===== src/rtl/target_scheduler_pkg.sv =====
// Shared definitions for the aim-trainer GAME phase: screen geometry used by
// both the scheduler and the target rect-draw stage, the scheduler state
// encoding, and the position wrap helper that keeps targets fully on screen.
package target_scheduler_pkg;

   localparam int H_RES       = 1024;
   localparam int V_RES       = 768;
   localparam int TARGET_SIZE = 64;

   typedef logic [10:0] target_coord_t;
   typedef logic [11:0] mouse_coord_t;

   // Largest legal left/top edge plus one; anything at or above folds back.
   localparam target_coord_t X_LIM = target_coord_t'(H_RES - TARGET_SIZE);
   localparam target_coord_t Y_LIM = target_coord_t'(V_RES - TARGET_SIZE);

   typedef enum logic [2:0] {
      IDLE  = 3'd0,
      SPAWN = 3'd1,
      SHOW  = 3'd2,
      HIT   = 3'd3,
      MISS  = 3'd4,
      DONE  = 3'd5
   } state_t;

   // One conditional subtraction is enough because a 10-bit random value
   // never exceeds twice the limit for the default geometry.
   function automatic target_coord_t wrap_coord(input logic [9:0] r,
                                                input target_coord_t lim);
      target_coord_t r11;
      r11 = {1'b0, r};
      return (r11 >= lim) ? target_coord_t'(r11 - lim) : r11;
   endfunction

endpackage


===== src/rtl/target_scheduler_if.sv =====
// Bundle between the GAME-phase scheduler and its surroundings.
//   game_active, mouse_left, mouse_xpos, mouse_ypos : into the scheduler
//   target_xpos, target_ypos, target_visible        : to the rect-draw stage
//   hits, misses, round_done                        : to the top game FSM
// slave = scheduler side, master = driver side (top level or bench).
interface target_scheduler_if;
   import target_scheduler_pkg::*;

   logic          game_active;
   logic          mouse_left;
   mouse_coord_t  mouse_xpos;
   mouse_coord_t  mouse_ypos;
   target_coord_t target_xpos;
   target_coord_t target_ypos;
   logic          target_visible;
   logic [7:0]    hits;
   logic [7:0]    misses;
   logic          round_done;

   modport master (
      output game_active, mouse_left, mouse_xpos, mouse_ypos,
      input  target_xpos, target_ypos, target_visible, hits, misses, round_done
   );

   modport slave (
      input  game_active, mouse_left, mouse_xpos, mouse_ypos,
      output target_xpos, target_ypos, target_visible, hits, misses, round_done
   );

endinterface


===== src/rtl/target_scheduler_lfsr16.sv =====
// 16-bit Fibonacci LFSR, taps 16,14,13,11, seeded with 16'hACE1.
//   pclk  : clock, rising edge
//   rst_d : synchronous active-high reset, reloads the seed
//   value : current register contents, advances every non-reset cycle
// The seed is non-zero and the polynomial is maximal length, so the
// all-zero lock-up state is never reached.
module lfsr16 (
   input  logic        pclk,
   input  logic        rst_d,
   output logic [15:0] value
);

   always_ff @(posedge pclk) begin
      if (rst_d)
         value <= 16'hACE1;
      else
         value <= {value[14:0], value[15] ^ value[13] ^ value[12] ^ value[10]};
   end

endmodule


===== src/rtl/target_scheduler.sv =====
// GAME-phase target scheduler: spawns NUM_TARGETS targets at pseudo-random
// positions, resolves each as hit (click inside) or miss (timeout), counts
// hits/misses and flags round completion.
//   pclk  : clock, rising edge
//   rst_d : synchronous active-high reset
//   bus   : target_scheduler_if.slave (game/mouse in; target/score out)
//
// state | meaning
// IDLE  | waiting for game_active; scores and round_done hold
// SPAWN | latch a new random position, clear the timeout counter
// SHOW  | target visible; wait for a hit click or timeout
// HIT   | count a hit, advance target counter
// MISS  | count a miss, advance target counter
// DONE  | all targets resolved; round_done high until next game start
module target_scheduler
   import target_scheduler_pkg::*;
#(
   parameter int TARGET_TIMEOUT = 50_000_000,
   parameter int NUM_TARGETS    = 20
) (
   input  logic                pclk,
   input  logic                rst_d,
   target_scheduler_if.slave   bus
);

   localparam int TO_W = (TARGET_TIMEOUT > 1) ? $clog2(TARGET_TIMEOUT) : 1;

   state_t        state_q, state_d;
   logic [15:0]   lfsr;
   logic          mouse_left_q;
   logic          click, hit, timeout_tc, last_target;
   logic [TO_W-1:0] to_cnt;
   logic [7:0]    tgt_cnt, tgt_cnt_inc;
   target_coord_t x_q, y_q;
   logic          vis_q, done_q;
   logic [7:0]    hits_q, misses_q;

   lfsr16 u_lfsr (
      .pclk  (pclk),
      .rst_d (rst_d),
      .value (lfsr)
   );

   assign click       = bus.mouse_left & ~mouse_left_q;
   assign hit         = (bus.mouse_xpos >= {1'b0, x_q}) &&
                        (bus.mouse_xpos <= {1'b0, x_q} + 12'(TARGET_SIZE - 1)) &&
                        (bus.mouse_ypos >= {1'b0, y_q}) &&
                        (bus.mouse_ypos <= {1'b0, y_q} + 12'(TARGET_SIZE - 1));
   assign timeout_tc  = (to_cnt == TO_W'(TARGET_TIMEOUT - 1));
   assign tgt_cnt_inc = tgt_cnt + 8'd1;
   assign last_target = (tgt_cnt_inc == 8'(NUM_TARGETS));

   always_comb begin
      state_d = state_q;
      case (state_q)
         IDLE:      if (bus.game_active) state_d = SPAWN;
         SPAWN:     state_d = bus.game_active ? SHOW : IDLE;
         SHOW: begin
            if (!bus.game_active)  state_d = IDLE;
            else if (click && hit) state_d = HIT;   // hit beats a same-cycle timeout
            else if (timeout_tc)   state_d = MISS;
         end
         HIT, MISS: begin
            if (!bus.game_active) state_d = IDLE;
            else if (last_target) state_d = DONE;
            else                  state_d = SPAWN;
         end
         DONE:      if (!bus.game_active) state_d = IDLE;
         default:   state_d = IDLE;
      endcase
   end

   always_ff @(posedge pclk) begin
      if (rst_d) begin
         state_q      <= IDLE;
         mouse_left_q <= 1'b0;
         to_cnt       <= '0;
         tgt_cnt      <= 8'd0;
         x_q          <= '0;
         y_q          <= '0;
         vis_q        <= 1'b0;
         hits_q       <= 8'd0;
         misses_q     <= 8'd0;
         done_q       <= 1'b0;
      end else begin
         state_q      <= state_d;
         mouse_left_q <= bus.mouse_left;
         // Registered from next state so visibility tracks SHOW exactly.
         vis_q        <= (state_d == SHOW);
         case (state_q)
            IDLE: if (bus.game_active) begin
               hits_q   <= 8'd0;
               misses_q <= 8'd0;
               tgt_cnt  <= 8'd0;
               done_q   <= 1'b0;
            end
            SPAWN: begin
               x_q    <= wrap_coord(lfsr[9:0], X_LIM);
               y_q    <= wrap_coord(lfsr[15:6], Y_LIM);
               to_cnt <= '0;
            end
            SHOW: to_cnt <= to_cnt + 1'b1;
            // Increments commit even when the round is being aborted.
            HIT: begin
               if (hits_q != 8'hFF) hits_q <= hits_q + 8'd1;
               tgt_cnt <= tgt_cnt_inc;
            end
            MISS: begin
               if (misses_q != 8'hFF) misses_q <= misses_q + 8'd1;
               tgt_cnt <= tgt_cnt_inc;
            end
            default: ;
         endcase
         if (state_d == DONE) done_q <= 1'b1;
      end
   end

   assign bus.target_xpos    = x_q;
   assign bus.target_ypos    = y_q;
   assign bus.target_visible = vis_q;
   assign bus.hits           = hits_q;
   assign bus.misses         = misses_q;
   assign bus.round_done     = done_q;

endmodule


===== src/flat_wrapper.sv =====
// flat-port wrapper written by rule: the top's interface ports become plain ports
module target_scheduler_flat import target_scheduler_pkg::*;
#(
   parameter int TARGET_TIMEOUT = 50_000_000,
   parameter int NUM_TARGETS    = 20
)
  (pclk, rst_d, bus_game_active, bus_mouse_left, bus_mouse_xpos, bus_mouse_ypos, bus_target_xpos, bus_target_ypos, bus_target_visible, bus_hits, bus_misses, bus_round_done);
  target_scheduler_if bus_i ();
  input  logic pclk;
  input  logic rst_d;
  input wire logic [$bits(bus_i.game_active)-1:0] bus_game_active;
  input wire logic [$bits(bus_i.mouse_left)-1:0] bus_mouse_left;
  input wire logic [$bits(bus_i.mouse_xpos)-1:0] bus_mouse_xpos;
  input wire logic [$bits(bus_i.mouse_ypos)-1:0] bus_mouse_ypos;
  output wire logic [$bits(bus_i.target_xpos)-1:0] bus_target_xpos;
  output wire logic [$bits(bus_i.target_ypos)-1:0] bus_target_ypos;
  output wire logic [$bits(bus_i.target_visible)-1:0] bus_target_visible;
  output wire logic [$bits(bus_i.hits)-1:0] bus_hits;
  output wire logic [$bits(bus_i.misses)-1:0] bus_misses;
  output wire logic [$bits(bus_i.round_done)-1:0] bus_round_done;
  assign bus_i.game_active = bus_game_active;
  assign bus_i.mouse_left = bus_mouse_left;
  assign bus_i.mouse_xpos = bus_mouse_xpos;
  assign bus_i.mouse_ypos = bus_mouse_ypos;
  assign bus_target_xpos = bus_i.target_xpos;
  assign bus_target_ypos = bus_i.target_ypos;
  assign bus_target_visible = bus_i.target_visible;
  assign bus_hits = bus_i.hits;
  assign bus_misses = bus_i.misses;
  assign bus_round_done = bus_i.round_done;
  target_scheduler #(.TARGET_TIMEOUT(TARGET_TIMEOUT), .NUM_TARGETS(NUM_TARGETS)) u_core (.pclk(pclk), .rst_d(rst_d), .bus(bus_i));
endmodule

===== config.mk =====
export PLATFORM = sky130hd
export DESIGN_NAME = target_scheduler_flat
export DESIGN_NICKNAME = d
export VERILOG_FILES = /design/src/rtl/target_scheduler_pkg.sv /design/src/rtl/target_scheduler_if.sv /design/src/rtl/target_scheduler_lfsr16.sv /design/src/rtl/target_scheduler.sv /design/src/flat_wrapper.sv
export SDC_FILE = /design/constraint.sdc
export NUM_CORES = 1
export LEC_CHECK = 0
export CORE_MARGIN = 8
export CORE_UTILIZATION = 55
export CTS_BUF_LIST = sky130_fd_sc_hd__clkbuf_8
export DETAILED_ROUTE_END_ITERATION = 8
export DONT_BUFFER_PORTS = 1
export GPL_ROUTABILITY_DRIVEN = 0
export PLACE_DENSITY_LB_ADDON = 0.2
export SYNTH_ARGS = -nofsm -noshare
export SYNTH_HDL_FRONTEND = slang
export SYNTH_SLANG_ARGS = --single-unit

===== constraint.sdc =====
create_clock -name pclk -period 6.85 [get_ports pclk]
set_clock_uncertainty 0.2 [all_clocks]
set_input_delay 1.37 -clock pclk [delete_from_list [all_inputs] [get_ports pclk]]
set_output_delay 1.37 -clock pclk [all_outputs]
set_load 0.01 [all_outputs]

# --- Word-level counts from Yosys, hierarchy flattened ---
# Cells that the tools add are included.
totals:
  memories: 0
  out_inout_bits: 40
  wordCells: 81
  mem_bits_ro: 0
  latch_bits: 0
  regBits: 94
  mem_bits_rw: 0
  inputBits: 28
classes:
  n_addsub: 8
  bitwise: 5
  mux: 21
  multipliers: 0
  n_reduce_logical: 16
  n_lt_le_gt_ge: 6
  shifts: 0
  n_eq_ne: 14
  n_div: 0
op_table:
  columns: ["op", "count"]
  rows:
  - ["26-bit one-hot mux with 2 select lines", 1]
  - ["8-bit one-hot mux with 2 select lines", 3]
  - ["26-bit by 1-bit adder with 26-bit output, second input constant", 1]
  - ["26-bit equality test, second input constant", 1]
  - ["11-bit by 6-bit adder with 12-bit output, second input constant", 2]
  - ["8-bit by 1-bit adder with 8-bit output, second input constant", 3]
  - ["12-bit by 11-bit greater-or-equal comparator with 1-bit output", 2]
  - ["12-bit less-or-equal comparator", 2]
  - ["8-bit two-way mux", 3]
  - ["11-bit two-way mux", 2]
  - ["10-bit by 10-bit subtractor with 11-bit output, second input constant", 2]
  - ["3-bit two-way mux", 7]
  - ["10-bit greater-or-equal comparator, second input constant", 2]
  - ["8-bit != test, second input constant", 2]
  - ["3-bit one-hot mux with 5 select lines", 1]
  - ["2-bit nonzero test", 6]
  - ["3-bit by 2-bit equality test with 1-bit output, second input constant", 3]
  - ["3-bit equality test, second input constant", 3]
  - ["8-bit by 5-bit equality test with 1-bit output, second input constant", 1]
  - ["3-bit AND reduction", 2]
  - ["1-bit logical AND", 4]
  - ["2-bit by 1-bit != test with 1-bit output, second input constant", 2]
  - ["2-bit AND reduction", 2]
  - ["3-bit by 1-bit equality test with 1-bit output, second input constant", 1]
  - ["other kinds (8)", 12]

# --- Longest topological paths before layout ---
logic_depth:
  word_depth: 12
  ltp_mapped: 15
  ltp_nobuf: 15

# --- By module ---
# A second synthesis with hierarchy kept.
unflattened:
  cells_unflattened: 674
  area_unflattened_um2: 5565.3
by_module_without_submodules:
  columns: ["mod", "seq_area_each_um2", "cells_each", "instances", "area_per_inst_um2"]
  rows:
  - ["target_scheduler", 1561.5, 638, 1, 5111.2]
  - ["lfsr16", 320.3, 36, 1, 454.2]

# --- Worst setup path after synthesis ---
# No wires, ideal clock.
synth_path:
  path_type: "input to register"
  start: "input bus_mouse_ypos[1]"
  end: "register u_core.state_q[0]"
  setup_slack_ns: 3.770
  arrival_time_ns: 2.814
  setup_ns: 0.066
  required_ns: 6.584
  n_path_buf: 0
  stages: 8
  cell_sequence: "ha_1 -> nor2b_1 -> o211ai_1 -> a21oi_1 -> o31ai_1 -> nand4_1 -> a221oi_1 -> nor2b_1"
synth_between:
  elab_chain_len: 7
  elab_cells_between_ends: 8
  cone_classes: "order compare: 2; mux: 3; reduce/logical: 3"
synth_lines:
  columns: ["item", "line", "text"]
  rows:
  - ["from (decl)", "flat_wrapper.sv:14", "input wire logic [$bits(bus_i.mouse_ypos)-1:0] bus_mouse_ypos;"]
  - ["12-bit by 11-bit greater-or-equal comparator with 1-bit output", "target_scheduler.sv:47", "(bus.mouse_ypos >= {1'b0, y_q}) &&"]
  - ["1-bit logical AND", "target_scheduler.sv:46", "(bus.mouse_xpos <= {1'b0, x_q} + 12'(TARGET_SIZE - 1)) &&"]
  - ["1-bit logical AND *", "target_scheduler.sv:47", null]
  - ["1-bit logical AND *", "target_scheduler.sv:60", "else if (click && hit) state_d = HIT;"]
  - ["3-bit two-way mux *", "target_scheduler.sv:60", null]
  - ["3-bit two-way mux *", "target_scheduler.sv:59", "if (!bus.game_active) state_d = IDLE;"]
  - ["3-bit one-hot mux with 5 select lines *", "target_scheduler.sv:55", "case (state_q)"]
  - ["to (signal assigned)", "target_scheduler.sv:86", "state_q <= state_d;"]
  - ["to (decl)", "target_scheduler.sv:28", "state_t state_q, state_d;"]
# Mark *: on every way between the ends. The rest lies on a longest branch, timed or not.
# A chain may end at the register's enable or synchronous reset.

# --- Worst setup path after layout ---
layout_path:
  start: "register u_core.y_q[0], in the netlist u_core.bus.target_ypos[0]"
  end: "register u_core.state_q[0]"
layout_between:
  elab_chain_len: 7
  elab_cells_between_ends: 9
  cone_classes: "add/sub: 1; order compare: 2; mux: 3; reduce/logical: 3"
layout_lines:
  columns: ["item", "line", "text"]
  rows:
  - ["from (decl)", "target_scheduler.sv:34", "target_coord_t x_q, y_q;"]
  - ["from (signal assigned)", "target_scheduler.sv:99", "y_q <= wrap_coord(lfsr[15:6], Y_LIM);"]
  - ["11-bit by 6-bit adder with 12-bit output / 12-bit by 11-bit greater-or-equal comparator with 1-bit output (equally long branches)", "target_scheduler.sv:48, target_scheduler.sv:47", null]
  - ["12-bit less-or-equal comparator / 1-bit logical AND (equally long branches)", "target_scheduler.sv:48, target_scheduler.sv:46", null]
  - ["1-bit logical AND *", "target_scheduler.sv:47", null]
  - ["1-bit logical AND *", "target_scheduler.sv:60", null]
  - ["3-bit two-way mux *", "target_scheduler.sv:60", null]
  - ["3-bit two-way mux *", "target_scheduler.sv:59", null]
  - ["3-bit one-hot mux with 5 select lines *", "target_scheduler.sv:55", null]
# Marked as above.

==> reports/qor.txt <==
die width -> 115.8 microns
via count -> 4627
P&R area growth vs syn -> 5.803%
outcome -> finished clean
num rows -> 36
largest family of logic cells by synthesized area -> simple AND/OR/NAND/NOR gates
Post-Synthesis Cells -> 673
IO Count -> 68
post-synthesis xor/xnor area fraction -> 6.397%
Worst setup endpoint -> u_core.state_q[0]$_SDFF_PP0_
Mapped Area -> 5477 sq um
GR Overflow Total -> 0
Yosys reg bits -> 94
crit path DAT -> 3.56 ns
IO Port Bufs -> 0
Setup CP Type -> flop to flop
Synth top area share -> 34.36%
clk sink count -> 94
Via density -> 5.769
Clk pin slew, worst setup/hold paths -> 0.09 ns
Fin Hold WS -> 0.2563 ns
first-pass GRT wire length -> 19.67 mm
Rel. slew slack -> 33.88%
hold_buf cts -> 0
Pleak -> 2.168 nW
endpoints failing setup -> 0
clock latency on the worst-skew pair -> 0.36 ns
Slew Limit Fails -> 0
register area -> 1882 sq um
overall die height -> 115.8 microns
Initial Util -> 56.29%
Core Footprint -> 9729 sq um
fin crit share -> 50.39%
vias in the first global route -> 4369
M1 wire length -> 5.205 mm
Setup TNS -> 0 ns
FF-to-FF setup slack -> 3.40 ns
Tmin final -> 3.452 ns
Yosys cell types -> 56
Remaining DRCs -> 0
initial drt markers -> 269
H-tree depth -> 3
Post-CTS Setup Inserts -> 0
ANT cells -> 0
Synth Area per Inst -> 8.137 sq um
Seq/Total Area, Yosys -> 34.36%
initial antenna violation count -> 0
Peak supply drop -> 113.5 uV
Slew @ Worst Pin -> 0.9917 ns
CP max FO -> 6
hpwl dp -> 8.775 mm
critical path launch point -> u_core.bus.target_ypos[0]$_SDFFE_PP0N_
Post-synth ARST share -> 0%
Num CTS Buffers -> 9
multi-input logic area -> 3387 sq um
Compound-Gate Fraction of Synth Area -> 14.05%
ranking of synthesized cells by area -> dfxtp_1 (34%), ha_1 (13%), a21oi_1 (5.2%)
Max-Cap Viols -> 0
drt pass-1 iters -> 4
r2r worst-path depth -> 14
fmax -> 289.7 MHz
layout cells sized above 1 -> 5.531%
Primary FF master, synth -> dfxtp_1
Synth Area in Adders -> 12.79%
placed cells -> 786
syn nets -> 757
uppermost layer routed -> met4
Hold Crit Depth -> 2
Critical Path RT -> 6.95 ns
FILL cells -> 894
mux cell area share after synthesis -> 1.736%
PwrDens -> 196.9 nW/um^2
CTS tree -> yes
GRT Total Usage -> 17.67%
Final Hold Viols -> 0
wire per inst -> 14.57 microns
largest net degree at the start of global routing -> 83
number of synthesis warnings -> 0
clk buf depth -> 2
die area -> 13410 sq um
largest area contributor in the netlist -> dfxtp_1
Nets -> 748
RR Startpoint -> u_core.bus.target_ypos[0]$_SDFFE_PP0N_
post-cts sizing count -> 0
WL met3 -> 831 microns
final WL -> 11.69 mm
HP Class -> flop to flop
r2r endpoint -> u_core.state_q[0]$_SDFF_PP0_
CTS Root Buffer Type -> clkbuf_8
detailed route wirelength on metal2 -> 5.445 mm
Crit. End Element -> flop
fin cells -> 802
startpoint types -> flop
RSZ-0062 raised after global routing -> no
EDFF count, synth -> 0
simple-gate share of the synthesized area -> 26.87%
Final ANT Viol Nets -> 0
worst min-delay path by stage:
stage	to	slack [ns]	start
3_3_place_gp	u_core.bus.target_ypos[5]$_SDFFE_PP0N_	0.25	u_core.u_lfsr.value[11]$_SDFF_PP1_
3_5_place_dp	u_core.bus.target_xpos[1]$_SDFFE_PP0N_	0.26	u_core.u_lfsr.value[1]$_SDFF_PP0_
2_1_floorplan	u_core.bus.target_ypos[5]$_SDFFE_PP0N_	0.23	u_core.u_lfsr.value[11]$_SDFF_PP1_
5_1_grt	u_core.bus.target_xpos[4]$_SDFFE_PP0N_	0.30	u_core.u_lfsr.value[4]$_SDFF_PP0_
6_report	u_core.bus.target_xpos[4]$_SDFFE_PP0N_	0.26	u_core.u_lfsr.value[4]$_SDFF_PP0_
4_1_cts	u_core.bus.target_xpos[3]$_SDFFE_PP0N_	0.26	u_core.u_lfsr.value[3]$_SDFF_PP0_
synthesized netlist by cell type (all sizes together) (14+ instances only):
cell type and number:
nand3 37, xnor2 30, ha 56, nand2 77
inv 34, clkbuf 19, a21oi 57, nand4 20
nor3 21, dfxtp 94, o21ai 14, nor2 75
stage by stage:
stage          total power [W]  utilization [%]  worst slack, ns  cell area, sq um
2_1_floorplan        0.0007190                -            3.770              5477
3_3_place_gp         0.0007427            57.25            3.450              5570
3_5_place_dp         0.0007500            57.25            3.412              5570
4_1_cts               0.001150            59.56            3.427              5794
5_1_grt               0.001203            59.56            2.924              5794
6_report              0.001141            59.56            3.398              5794
critical path, cell delays in order, from the launching register on:
cell,delay [ns]
dfxtp_1,0.49
inv_1,0.11
ha_1,0.25
nand3_1,0.13
nor3_1,0.09
nor2_1,0.18
nand3_1,0.13
xnor2_1,0.16
ha_1,0.18
a21oi_1,0.17
o21ai_0,0.14
o31ai_1,0.33
nand4_1,0.27
a221oi_1,0.41
nor2b_1,0.16
power by group:
group / internal (W) / leakage (nW) / switching [W]
combinational: 0.0000681 / 1.29 / 0.0000862
sequential: 0.000561 / 0.764 / 0.0000223
clock: 0.000215 / 0.118 / 0.000189
state kept, by name (all words and copies together), names as in the netlist:
signal	count
u_core.tgt_cnt	8
u_core.u_lfsr.value	16
u_core.bus.target_ypos	11
u_core.bus.target_visible	1
u_core.to_cnt	26
u_core.bus.misses	8
u_core.mouse_left_q	1
u_core.bus.round_done	1
u_core.bus.hits	8
u_core.state_q	3
u_core.bus.target_xpos	11
layer usage:
metal | vias to the layer above | GRT usage [%]
met4 | 0 | 6.569
met3 | 23 | 5.315
met2 | 100 | 29.36
met5 | - | 0
li1 | 2354 | -
met1 | 2150 | 21.01
layout make-up:
cell class	count	area share (%)
clock buffers	10	2.375
clock inverters	6	1.490
inverters	34	2.203
multi-input cells	524	58.45
flip-flops and latches	94	32.48
well taps	133	2.872
repair buffers	1	0.1296
layout by cell type (no fill, tap or decap), types with 4 or more instances in the layout:
cell,count
nand2_1,75
or2_2,10
dfxtp_1,94
a31oi_1,6
and3_1,9
clkbuf_8,10
nand3_1,37
xnor2_1,30
xor2_1,10
nor2_1,75
nor2b_1,13
a41oi_1,4
a22oi_1,5
nand4_1,20
a211oi_1,7
and2_1,6
nand2b_1,5
nor4_1,6
mux2i_1,5
o21a_1,5
nor3_1,18
a21o_1,4
inv_1,35
o21ai_0,14
ha_1,56
o211ai_1,6
a21oi_1,57
kinds of logic after synthesis:
| logic type | count (synthesis) |
|---|---|
| compound gates | 124 |
| xor+xnor | 40 |
| fa+ha+maj | 56 |
| buf+inv | 55 |
| flops | 94 |
| mux | 9 |
| simple gates | 295 |
(Power assumes the default switching activity.)
